===== config.mk =====
export PLATFORM = sky130hd
export DESIGN_NAME = output_port_serializer
export DESIGN_NICKNAME = d
export VERILOG_FILES = /design/src/rtl/output_port_serializer.sv
export SDC_FILE = /design/constraint.sdc
export NUM_CORES = 1
export LEC_CHECK = 0
export ABC_AREA = 1
export BUFFER_PORTS_ARGS = -buffer_cell sky130_fd_sc_hd__buf_2
export CAP_MARGIN = 15
export CORE_MARGIN = 2
export CORE_UTILIZATION = 25
export DETAILED_ROUTE_END_ITERATION = 8
export MAX_ROUTING_LAYER = met4
export PLACE_DENSITY = 0.43
export SLEW_MARGIN = 30
export SYNTH_ARGS = -nofsm -noshare
export SYNTH_HDL_FRONTEND = slang
export SYNTH_SLANG_ARGS = --single-unit

===== constraint.sdc =====
create_clock -name clk -period 2.35 [get_ports clk]
set_input_delay 0.235 -clock clk [delete_from_list [all_inputs] [get_ports clk]]
set_output_delay 0.235 -clock clk [all_outputs]
set_load 0.01 [all_outputs]

===== src/rtl/output_port_serializer.sv =====
// output_port_serializer
// Watches the parallel output register value and sends every change off-chip
// as one UART-style frame (start bit, Psize data bits LSB first, stop bit) on TxD.
// A one-deep pending slot holds an update that arrives while a frame is in
// flight; a second update before that slot drains overwrites it and raises the
// sticky Overrun flag.
//
// state | meaning
// ------+---------------------------------------------------------------
// IDLE  | line high, waiting for a change on PortIn
// START | start bit (TxD=0) for CLKS_PER_BIT cycles
// DATA  | Psize data bits from shift_q[0], one every CLKS_PER_BIT cycles
// STOP  | stop bit (TxD=1); at its end chain the pending value or go idle
module output_port_serializer #(
  parameter int Psize        = 8,
  parameter int CLKS_PER_BIT = 16
) (
  input  logic             clk,
  input  logic             Reset,
  input  logic [Psize-1:0] PortIn,
  input  logic             Enable,
  input  logic             ClearOverrun,
  output logic             TxD,
  output logic             Busy,
  output logic             Overrun
);

  localparam int BW = (CLKS_PER_BIT > 1) ? $clog2(CLKS_PER_BIT) : 1;
  localparam int CW = (Psize > 1) ? $clog2(Psize) : 1;
  localparam logic [BW-1:0] BAUD_LAST = BW'(CLKS_PER_BIT - 1);
  localparam logic [CW-1:0] BIT_LAST  = CW'(Psize - 1);

  typedef enum logic [1:0] {
    IDLE  = 2'd0,
    START = 2'd1,
    DATA  = 2'd2,
    STOP  = 2'd3
  } state_t;

  state_t           state_q, state_d;
  logic [BW-1:0]    baud_q, baud_d;
  logic [CW-1:0]    bit_q, bit_d;
  logic [Psize-1:0] shift_q, shift_d;
  logic [Psize-1:0] pend_q, pend_d;
  logic             pend_full_q, pend_full_d;
  logic [Psize-1:0] last_q, last_d;
  logic             overrun_q, overrun_d;
  logic             txd_q, txd_d;
  logic             busy_q, busy_d;

  logic             chg;
  logic             baud_end;
  logic             stash;
  logic             set_ovr;
  logic [Psize-1:0] shift_next;

  assign chg        = Enable && (PortIn != last_q);
  assign baud_end   = (baud_q == BAUD_LAST);
  assign shift_next = shift_q >> 1;

  // Next-state logic for the frame sequencer, pending slot and overrun flag.
  always_comb begin
    state_d     = state_q;
    baud_d      = baud_q;
    bit_d       = bit_q;
    shift_d     = shift_q;
    pend_d      = pend_q;
    pend_full_d = pend_full_q;
    txd_d       = txd_q;
    busy_d      = busy_q;
    last_d      = PortIn;
    stash       = 1'b0;
    set_ovr     = 1'b0;

    case (state_q)
      IDLE: begin
        if (chg) begin
          shift_d = PortIn;
          baud_d  = '0;
          state_d = START;
          txd_d   = 1'b0;
          busy_d  = 1'b1;
        end
      end

      START: begin
        stash = chg;
        if (baud_end) begin
          baud_d  = '0;
          bit_d   = '0;
          state_d = DATA;
          txd_d   = shift_q[0];
        end else begin
          baud_d = baud_q + 1'b1;
        end
      end

      DATA: begin
        stash = chg;
        if (baud_end) begin
          baud_d = '0;
          if (bit_q == BIT_LAST) begin
            state_d = STOP;
            txd_d   = 1'b1;
          end else begin
            bit_d   = bit_q + 1'b1;
            shift_d = shift_next;
            txd_d   = shift_next[0];
          end
        end else begin
          baud_d = baud_q + 1'b1;
        end
      end

      STOP: begin
        if (!baud_end) begin
          stash  = chg;
          baud_d = baud_q + 1'b1;
        end else begin
          baud_d = '0;
          if (pend_full_q) begin
            // Drain the slot back-to-back; a change landing now refills it
            // without counting as an overrun since the old value was consumed.
            shift_d     = pend_q;
            state_d     = START;
            txd_d       = 1'b0;
            pend_full_d = chg;
            if (chg) begin
              pend_d = PortIn;
            end
          end else if (chg) begin
            // Slot empty: the change is taken as if seen from IDLE.
            shift_d = PortIn;
            state_d = START;
            txd_d   = 1'b0;
          end else begin
            state_d = IDLE;
            txd_d   = 1'b1;
            busy_d  = 1'b0;
          end
        end
      end

      default: begin
        state_d = IDLE;
        txd_d   = 1'b1;
        busy_d  = 1'b0;
      end
    endcase

    if (stash) begin
      pend_d      = PortIn;
      pend_full_d = 1'b1;
      set_ovr     = pend_full_q;
    end
  end

  // Set wins over a simultaneous clear so a fresh overrun is never lost.
  assign overrun_d = set_ovr | (overrun_q & ~ClearOverrun);

  // State and output registers; reset aborts any frame and parks the line high.
  always_ff @(posedge clk) begin
    if (Reset) begin
      state_q     <= IDLE;
      baud_q      <= '0;
      bit_q       <= '0;
      shift_q     <= '0;
      pend_q      <= '0;
      pend_full_q <= 1'b0;
      last_q      <= '0;
      overrun_q   <= 1'b0;
      txd_q       <= 1'b1;
      busy_q      <= 1'b0;
    end else begin
      state_q     <= state_d;
      baud_q      <= baud_d;
      bit_q       <= bit_d;
      shift_q     <= shift_d;
      pend_q      <= pend_d;
      pend_full_q <= pend_full_d;
      last_q      <= last_d;
      overrun_q   <= overrun_d;
      txd_q       <= txd_d;
      busy_q      <= busy_d;
    end
  end

  assign TxD     = txd_q;
  assign Busy    = busy_q;
  assign Overrun = overrun_q;

endmodule


==> impl_metrics.json, run 1 <==
{
  "cts.sinks": 37,
  "grt_usage_pct": 11.54,
  "path_cells": "inv_1 -> ha_1 -> o21ai_2 -> nor3b_4 -> nand2_4 -> o21ai_1 -> a21oi_1",
  "path_clk_slew_ns": 0.08,
  "hp-class": "input port to flip-flop",
  "core_sq_um": 7767,
  "ys_ff_latch": 37,
  "post_cts_buffers": 0,
  "cellLeakagePower_nw": 0.9730,
  "portBuffers": 14,
  "cts_buffers": 5,
  "whs_endpoint": "Overrun",
  "cap_violations": 0,
  "drv_slew": 0,
  "routed_wl_mm": 4.396,
  "hpwl_mm": 3.182,
  "synth_xor_area_share_pct": 1.311,
  "netlist_top_cells_count": "nand2_1 (55), inv_1 (46), dfxtp_1 (37)",
  "drtPass1Iterations": 4,
  "r2r-end": "shift_q[6]",
  "worst_slew_pin_slew_ns": 0.4452,
  "hold_depth": 4,
  "synthMuxAreaShare_pct": 0,
  "crit_type": "flip-flop to flip-flop",
  "insertion_delay_ns": 0.29,
  "grt_pass1_vias": 1640,
  "first_iter_violations": 59,
  "area_growth_pct": 14.36,
  "cts_max_level": 2,
  "vias_per_cell": 4.311,
  "tns_ns": 0,
  "max-vdd-ir-drop_mv": 0.2833,
  "die_h_um": 93.54,
  "critPathLaunch": "state_q[0]",
  "fin_nets": 314,
  "dieWidth_um": 93.54,
  "postSynthCellCount": 277,
  "startpoint_type": "flip-flop",
  "status": "finished, final reports clean",
  "synth_top_family_by_area": "simple AND/OR/NAND/NOR gates",
  "reg2reg_from": "state_q[0]",
  "synth-async-reset-ratio_pct": 0,
  "hold_violations": 0,
  "grt_max_degree": 18,
  "final-seq-area_sq_um": 740.7,
  "synthSimpleGateAreaFrac_pct": 22.78,
  "ys.flop_type": "dfxtp_1",
  "final_cells": 396,
  "setup_violations": 0,
  "worst-r2r-cell-count": 7,
  "cts_tree": "done",
  "cts.root.buffer_cell": "clkbuf_8",
  "overflow": 0,
  "die_area_sq_um": 8750,
  "maxSlewHeadroom_pct": 70.29,
  "wl_per_cell_um": 11.10,
  "synth_cell_types": 29,
  "r2r_slack_ns": 0.36,
  "fin_crit_sh_pct": 84.65,
  "drive_gt1_share_pct": 17.01,
  "yosys.area_share.adder_pct": 5.618,
  "ctsResizeCount": 0,
  "worst-path-stages": 7,
  "multi_input_area_sq_um": 1025,
  "slowest_stage": "nor3b_4",
  "synth_top_area_share_pct": 36.95,
  "yosysMostFrequentCell": "nand2_1",
  "critPathTopFamily": "simple AND/OR/NAND/NOR gates",
  "fmax_mhz": 502.7,
  "num_antenna_cells": 0,
  "initial_core_util_pct": 25.81,
  "drc": 0,
  "synth_area_sq_um": 2004,
  "yosys-top-cells-area": "dfxtp_1 (37%), nand2_1 (10%), inv_1 (8.6%)",
  "worst_setup_path_end_kind": "flip-flop",
  "hp-start": "ClearOverrun",
  "critPathMaxFanout": 10,
  "synth-edff-count": 0,
  "required_ns": 2.54,
  "arrival_ns": 2.18,
  "hold_buffers": 0,
  "ys_seq_area_share_pct": 36.95,
  "grt_pass1_wl_mm": 7.790,
  "place_congestion": 0.7454,
  "rsz0062_at_grt": "false",
  "final.min_clock_period_ns": 1.989,
  "num_rows": 32,
  "antenna_found_initial": 0,
  "avgSynthCellArea_sq_um": 7.236,
  "ant_nets": 0,
  "path_buf_inv": 1,
  "dp.cells": 388,
  "slowest_delay_ns": 0.44,
  "synth-compound-area-share_pct": 21.41,
  "worst_clock_skew_ns": 0.007553,
  "dr_total_vias": 1707,
  "fillCellCount": 863,
  "yosys_warnings": 0,
  "syn-num-nets": 298,
  "io_pins": 15,
  "p_per_area_nw_per_um2": 976.0,
  "clk_path_buf_depth": 2,
  "yosys.area.top_type": "dfxtp_1"
}
[placed cells by master, fill, tap and decap left out, types with 2 or more instances in the layout]
cell type / instances
ha_1: 9
xnor2_1: 3
nor3_1: 2
clkbuf_8: 5
buf_2: 14
a21oi_1: 21
dfxtp_1: 37
nand2_4: 2
or2_2: 2
buf_4: 3
nor2_1: 31
inv_2: 5
nand2_1: 55
nand3_1: 7
a21oi_2: 2
inv_1: 46
a211oi_2: 8
o21ai_0: 15
o22ai_1: 7
o21ai_1: 8
[stage by stage]
stage	util [%]	instance area (sq um)	hold slack [ns]	total power, mW	worst slack [ns]
6_report	29.51	2292	0.1918	2.237	0.3606
5_1_grt	29.51	2292	0.1900	2.447	0.1722
4_1_cts	29.51	2292	0.1830	2.277	0.3630
3_5_place_dp	28.03	2177	0.4403	1.692	0.3796
3_3_place_gp	28.03	2177	0.4371	1.695	0.4428
2_1_floorplan	-	2004	0.3526	1.494	0.6469
[worst reg2reg max path, delay by kind of cell (launching register included)]
family / cells / cell delay [ns]
simple gates: 2 / 0.59
flops: 1 / 0.43
compound gates: 3 / 0.41
fa+ha+maj: 1 / 0.33
buf+inv: 1 / 0.11
[flip-flops by register name, indices dropped and copies added, names as in the netlist]
register / count
last_q: 8
baud_q: 4
Overrun: 1
pend_q: 8
shift_q: 8
state_q: 2
bit_q: 3
pend_full_q: 1
Busy: 1
TxD: 1
[worst max-delay path by stage]
stage / endpoint / slack, ns
after global placement: shift_q[6] / 0.44
after detailed placement: shift_q[6] / 0.38
after global routing: state_q[0] / 0.17
after CTS: shift_q[6] / 0.36
after floorplan: shift_q[2] / 0.65
final: shift_q[6] / 0.36
[layout make-up]
type | instances | area share [%]
Sequential cell | 37 | 32.31
Clock buffer | 5 | 3.002
Timing Repair Buffer | 17 | 4.039
Inverter | 51 | 8.352
Tap cell | 102 | 5.568
Multi-Input combinational cell | 181 | 44.71
Clock inverter | 3 | 2.020
[per-layer routing]
metal  vias to the layer above  part of all wire (%)  GRT usage [%]
li1                        912                     -              -
met1                       766                    53          14.85
met2                        25                    43          18.17
met3                         4                   3.1          2.901
met4                         0                  0.84          3.019
met5                         -                     0              -
[cell families (layout without fill, tap and decap cells)]
group | after synthesis | in the layout
and+or+nand+nor | 103 | 103
AOI/OAI and AO/OA | 66 | 66
buffers and inverters | 59 | 76
DFF | 37 | 37
adders and majority gates | 9 | 9
xor gates and xnor gates | 3 | 3
[where the power goes]
part	switching (mW)	total [mW]	leakage [nW]	internal, mW
Combinational	0.503	0.809	0.615	0.306
Clock	0.251	0.569	0.0543	0.318
Sequential	0.0826	0.859	0.304	0.776
(Power assumes the default switching activity.)
==> run 2, diff against run 1 <==
Clock period 2.35 ns to 1.9 ns, I/O delays scaled along.
==> impl_metrics.json, run 2 (same netlist as run 1, synthesis figures left out) <==
{
  "status": "finished, final reports clean",
  "slowest_stage": "dfxtp_1",
  "worst_slew_pin_slew_ns": 0.3648,
  "routed_wl_mm": 4.477,
  "grt_usage_pct": 11.50,
  "final_common_cell": "nand2_1",
  "r2r-end": "shift_q[5]",
  "postLayoutCoreUtil_pct": 30.03,
  "tns_ns": 0,
  "grt_use_met2_pct": 17.21,
  "gr-max-usage-layer": "met2",
  "num_rows": 32,
  "slowest_delay_ns": 0.43,
  "cts.sinks": 37,
  "vias_per_cell": 4.303,
  "hold_depth": 4,
  "reg_top3": "last_q x8, pend_q x8, shift_q x8",
  "fin_nets": 320,
  "portBuffers": 14,
  "max-vdd-ir-drop_mv": 0.3417,
  "area_growth_pct": 16.35,
  "critPathMaxFanout": 8,
  "die_area_sq_um": 8750,
  "die_h_um": 93.54,
  "drive_gt1_share_pct": 19.67,
  "cellLeakagePower_nw": 1.001,
  "fin_crit_sh_pct": 91.98,
  "hp-class": "input port to flip-flop",
  "cap_violations": 0,
  "maxSlewHeadroom_pct": 75.65,
  "worst_clock_skew_ns": 0.005399,
  "worst_setup_path_end_kind": "flip-flop",
  "antenna_found_initial": 0,
  "fmax_mhz": 572.2,
  "startpoint_type": "flip-flop",
  "clk_path_buf_depth": 2,
  "drc": 0,
  "hold_violations": 0,
  "placed_area_sq_um": 2215,
  "final_cell_mix": "nand2_1 (54), inv_1 (46), dfxtp_1 (37), nor2_1 (31), a21oi_1 (20)",
  "path_buf_inv": 2,
  "cts_max_level": 2,
  "grt_pass1_wl_mm": 7.596,
  "grtUsageMet3_pct": 2.901,
  "setup_violations": 0,
  "dp.cells": 393,
  "drv_slew": 0,
  "final.min_clock_period_ns": 1.748,
  "io_pins": 15,
  "dieWidth_um": 93.54,
  "insertion_delay_ns": 0.29,
  "r2r_slack_ns": 0.15,
  "p_per_area_nw_per_um2": 1186,
  "first_iter_violations": 82,
  "core_sq_um": 7767,
  "drtPass1Iterations": 4,
  "overflow": 0,
  "wl_per_cell_um": 11.14,
  "hpwl_mm": 3.235,
  "final_cell_area_sq_um": 2332,
  "worst-r2r-cell-count": 7,
  "path_clk_slew_ns": 0.08,
  "arrival_ns": 1.98,
  "grt_pass1_vias": 1583,
  "initial_core_util_pct": 25.81,
  "num_antenna_cells": 0,
  "rsz0062_at_grt": "false",
  "path_cells": "inv_1 -> ha_2 -> o21ai_2 -> nor3b_4 -> buf_4 -> o21ai_0 -> a21oi_1",
  "final_cells": 402,
  "whs_endpoint": "Overrun",
  "grt_max_degree": 18,
  "fin_hold_ws_ns": 0.1463,
  "hp-start": "ClearOverrun",
  "place_congestion": 0.7593,
  "cts_tree": "done",
  "dr_total_vias": 1730,
  "reg2reg_from": "state_q[0]",
  "use_met1_pct": 15.13,
  "required_ns": 2.13,
  "cts.root.buffer_cell": "clkbuf_8",
  "cts_buffers": 5,
  "critPathTopFamily": "flip-flops",
  "ant_nets": 0,
  "crit_type": "flip-flop to flip-flop"
}
[run 2: cell count changes in the layout (fill, tap and decap cells not counted), sizes merged]
cell / before / now
buf: 17 / 23
clkbuf: 5 / 7
bufinv: 1 / 0
clkinvlp: 1 / 0
[run 2: per-layer routing]
layer	part of all wire (%)	wire (um)	vias to the layer above
met4	1.5	65	0
li1	-	-	926
met3	3.5	155	8
met2	42	1901	24
met5	0	0	-
met1	53	2354	772
[run 2: stage by stage]
stage / total power, mW / worst slack [ns]
2_1_floorplan: 1.848 / 0.1969
5_1_grt: 3.004 / 0.007373
3_5_place_dp: 2.134 / 0.05289
6_report: 2.767 / 0.1523
3_3_place_gp: 2.145 / 0.1315
4_1_cts: 2.769 / 0.03496
[run 2: how the worst max path moves through the flow]
stage,slack [ns],start,end,depth (start not counted)
6_report,0.15,state_q[0],shift_q[5],7
5_1_grt,0.007,state_q[0],shift_q[6],7
4_1_cts,0.03,state_q[0],shift_q[4],7
3_5_place_dp,0.05,state_q[0],shift_q[5],7
3_3_place_gp,0.13,state_q[0],shift_q[4],7
2_1_floorplan,0.20,state_q[0],shift_q[2],8
[run 2: layout make-up]
class	count	area, sq um
Fill cell	855	5435
Multi-Input combinational cell	181	1033
Sequential cell	37	740.7
Inverter	51	191.4
Timing Repair Buffer	23	137.6
Tap cell	102	127.6
Clock buffer	7	96.34
Clock inverter	1	5.005
[run 2: worst register-to-register path, cell delays in order (launching register included)]
cell and delay [ns]:
dfxtp_1 0.43, inv_1 0.11, ha_2 0.26, o21ai_2 0.18
nor3b_4 0.31, buf_4 0.19, o21ai_0 0.07, a21oi_1 0.13
[run 2: what timing repair did]
item / 4_1_cts / 5_1_grt
setup endpoints to repair: 0 / 12
buffers inserted: 0 / 1
gates resized for setup: 0 / 4
hold buffers: 0 / 0
[run 2: power breakdown]
group	leakage, nW	switching (mW)	internal, mW
registers	0.304	0.101	0.960
clock network	0.0542	0.292	0.328
logic	0.643	0.648	0.436
==> run 3, diff against run 2 <==
Settings changed: ABC_AREA 1 to 0.
==> impl_metrics.json, run 3 <==
{
  "status": "finished, final reports clean",
  "core_sq_um": 7727,
  "clk_path_buf_depth": 2,
  "initial_core_util_pct": 25.91,
  "fin_crit_sh_pct": 97.70,
  "setup_violations": 0,
  "ys_ff_latch": 37,
  "ys.flop_type": "dfxtp_1",
  "critPathLaunch": "state_q[1]",
  "yosys-top-cells-area": "dfxtp_1 (37%), a221oi_1 (6.1%), mux2_4 (6.0%)",
  "num_rows": 32,
  "dp_slack_ns": -0.01300,
  "required_ns": 2.08,
  "critPathMaxFanout": 9,
  "first_iter_violations": 78,
  "startpoint_type": "flip-flop",
  "postSynthCellCount": 216,
  "r2r-end": "pend_q[2]",
  "worst_clock_skew_ns": 0.006064,
  "hpwl_mm": 3.614,
  "grt_usage_pct": 12.54,
  "maxSlewHeadroom_pct": 71.18,
  "fin_nets": 267,
  "syn-num-nets": 237,
  "hold_depth": 4,
  "netlist_top_cells_count": "dfxtp_1 (37), a21oi_1 (19), nor2b_1 (16)",
  "drc": 0,
  "yosys_warnings": 0,
  "drtPass1Iterations": 4,
  "drive_gt1_share_pct": 25.91,
  "io_pins": 15,
  "insertion_delay_ns": 0.30,
  "crit_type": "flip-flop to flip-flop",
  "fin_ws_ns": 0.04376,
  "ant_nets": 0,
  "antenna_found_initial": 0,
  "synth_area_sq_um": 2002,
  "hold_violations": 0,
  "ys_seq_area_share_pct": 37.00,
  "cts_buffers": 5,
  "arrival_ns": 2.04,
  "path_clk_slew_ns": 0.08,
  "synth_top_area_share_pct": 37.00,
  "rsz0062_at_grt": "true",
  "routed_wl_mm": 5.039,
  "cellLeakagePower_nw": 1.006,
  "final_common_cell": "dfxtp_1",
  "max-vdd-ir-drop_mv": 0.4398,
  "power.total_mw": 3.408,
  "cts.root.buffer_cell": "clkbuf_8",
  "synth-edff-count": 0,
  "final_cell_mix": "dfxtp_1 (37), a21oi_1 (18), buf_4 (18), nor2b_1 (16), o21ai_0 (15)",
  "drv_slew": 0,
  "whs_endpoint": "Overrun",
  "worst_setup_path_end_kind": "flip-flop",
  "place_congestion": 0.7514,
  "cap_violations": 0,
  "grt_pass1_wl_mm": 8.383,
  "die_h_um": 93.49,
  "grt_pass1_vias": 1667,
  "worst_slew_pin_slew_ns": 0.4323,
  "cts.sinks": 37,
  "r2r_slack_ns": 0.04,
  "yosysMostFrequentCell": "dfxtp_1",
  "overflow": 0,
  "dieWidth_um": 93.49,
  "p_per_area_nw_per_um2": 1370,
  "vias_per_cell": 5.037,
  "avgSynthCellArea_sq_um": 9.268,
  "reg_top3": "last_q x8, pend_q x8, shift_q x8",
  "die_area_sq_um": 8739,
  "worst-r2r-cell-count": 6,
  "final_cell_area_sq_um": 2489,
  "postLayoutCoreUtil_pct": 32.21,
  "grt_max_degree": 21,
  "hp-start": "ClearOverrun",
  "dr_total_vias": 1758,
  "cts_tree": "done",
  "portBuffers": 14,
  "reg2reg_from": "state_q[1]",
  "placed_area_sq_um": 2303,
  "final.min_clock_period_ns": 1.856,
  "yosys.area.top_type": "dfxtp_1",
  "hp-class": "input port to flip-flop",
  "fmax_mhz": 538.7,
  "synth-async-reset-ratio_pct": 0,
  "cts_max_level": 2,
  "wl_per_cell_um": 14.44,
  "num_antenna_cells": 0,
  "synth_cell_types": 41,
  "area_growth_pct": 24.31
}
-- run 3: how the worst max path moves through the flow --
stage	cells after the start	slack (ns)	end
3_5_place_dp	6	-0.01	pend_q[2]
3_3_place_gp	6	-0.03	pend_q[7]
2_1_floorplan	6	0.07	pend_q[0]
4_1_cts	7	0.03	state_q[0]
6_report	6	0.04	pend_q[2]
5_1_grt	6	-0.06	shift_q[5]
-- run 3: per-layer routing --
metal	up-vias	share of wire, %	track usage, %	routed length, um
met5	-	0	-	0
met3	5	4.1	2.579	206
li1	872	-	-	-
met2	42	45	19.00	2290
met1	839	49	16.91	2478
met4	0	1.3	3.676	64
-- run 3: kinds of logic (layout without fill, tap and decap cells) --
group / after synthesis / in the layout / synth area share, %
adder cells (fa/ha/maj): 9 / 9 / 5.625
flip-flops: 37 / 37 / 37.00
buffers and inverters: 19 / 50 / 4.063
multiplexers: 9 / 9 / 6.500
AO/OA/AOI/OAI: 75 / 75 / 26.56
AND/OR/NAND/NOR: 59 / 59 / 16.75
XOR/XNOR: 8 / 8 / 3.500
-- run 3: what timing repair did --
action,4_1_cts,5_1_grt
hold buffers,0,0
pin swaps,1,0
setup endpoints to repair,8,18
resized for setup,0,6
setup buffers,1,0
-- run 3: through the flow --
stage,hold slack [ns],std cells,setup TNS (ns)
global route,0.1830,349,-0.5783
finish,0.1880,349,0
CTS,0.1846,349,0
floorplan,0.2726,216,0
global placement,0.4475,340,-0.2625
detailed placement,0.4509,340,-0.04155
-- run 3: power by group --
part	internal, mW	total, mW	leakage (nW)	switching, mW
registers	0.940	1.09	0.303	0.149
logic	0.703	1.49	0.635	0.785
clock network	0.522	0.831	0.0681	0.309
total	2.17	3.41	1.01	1.24
-- run 3: cell type report --
type,count,area [sq um]
clock buffer,5,68.82
clock inverter,3,65.06
fill,801,5239
inverter,8,30.03
multi-input combinational,160,1211
sequential,37,740.7
tap,102,127.6
timing repair buffer,34,245.2
-- run 3: critical path, stage by stage (launching register included) --
cell and delay (ns):
dfxtp_1 0.40, ha_1 0.38, and2_1 0.24, and2_1 0.19
o21ai_4 0.08, buf_12 0.17, mux2_4 0.29
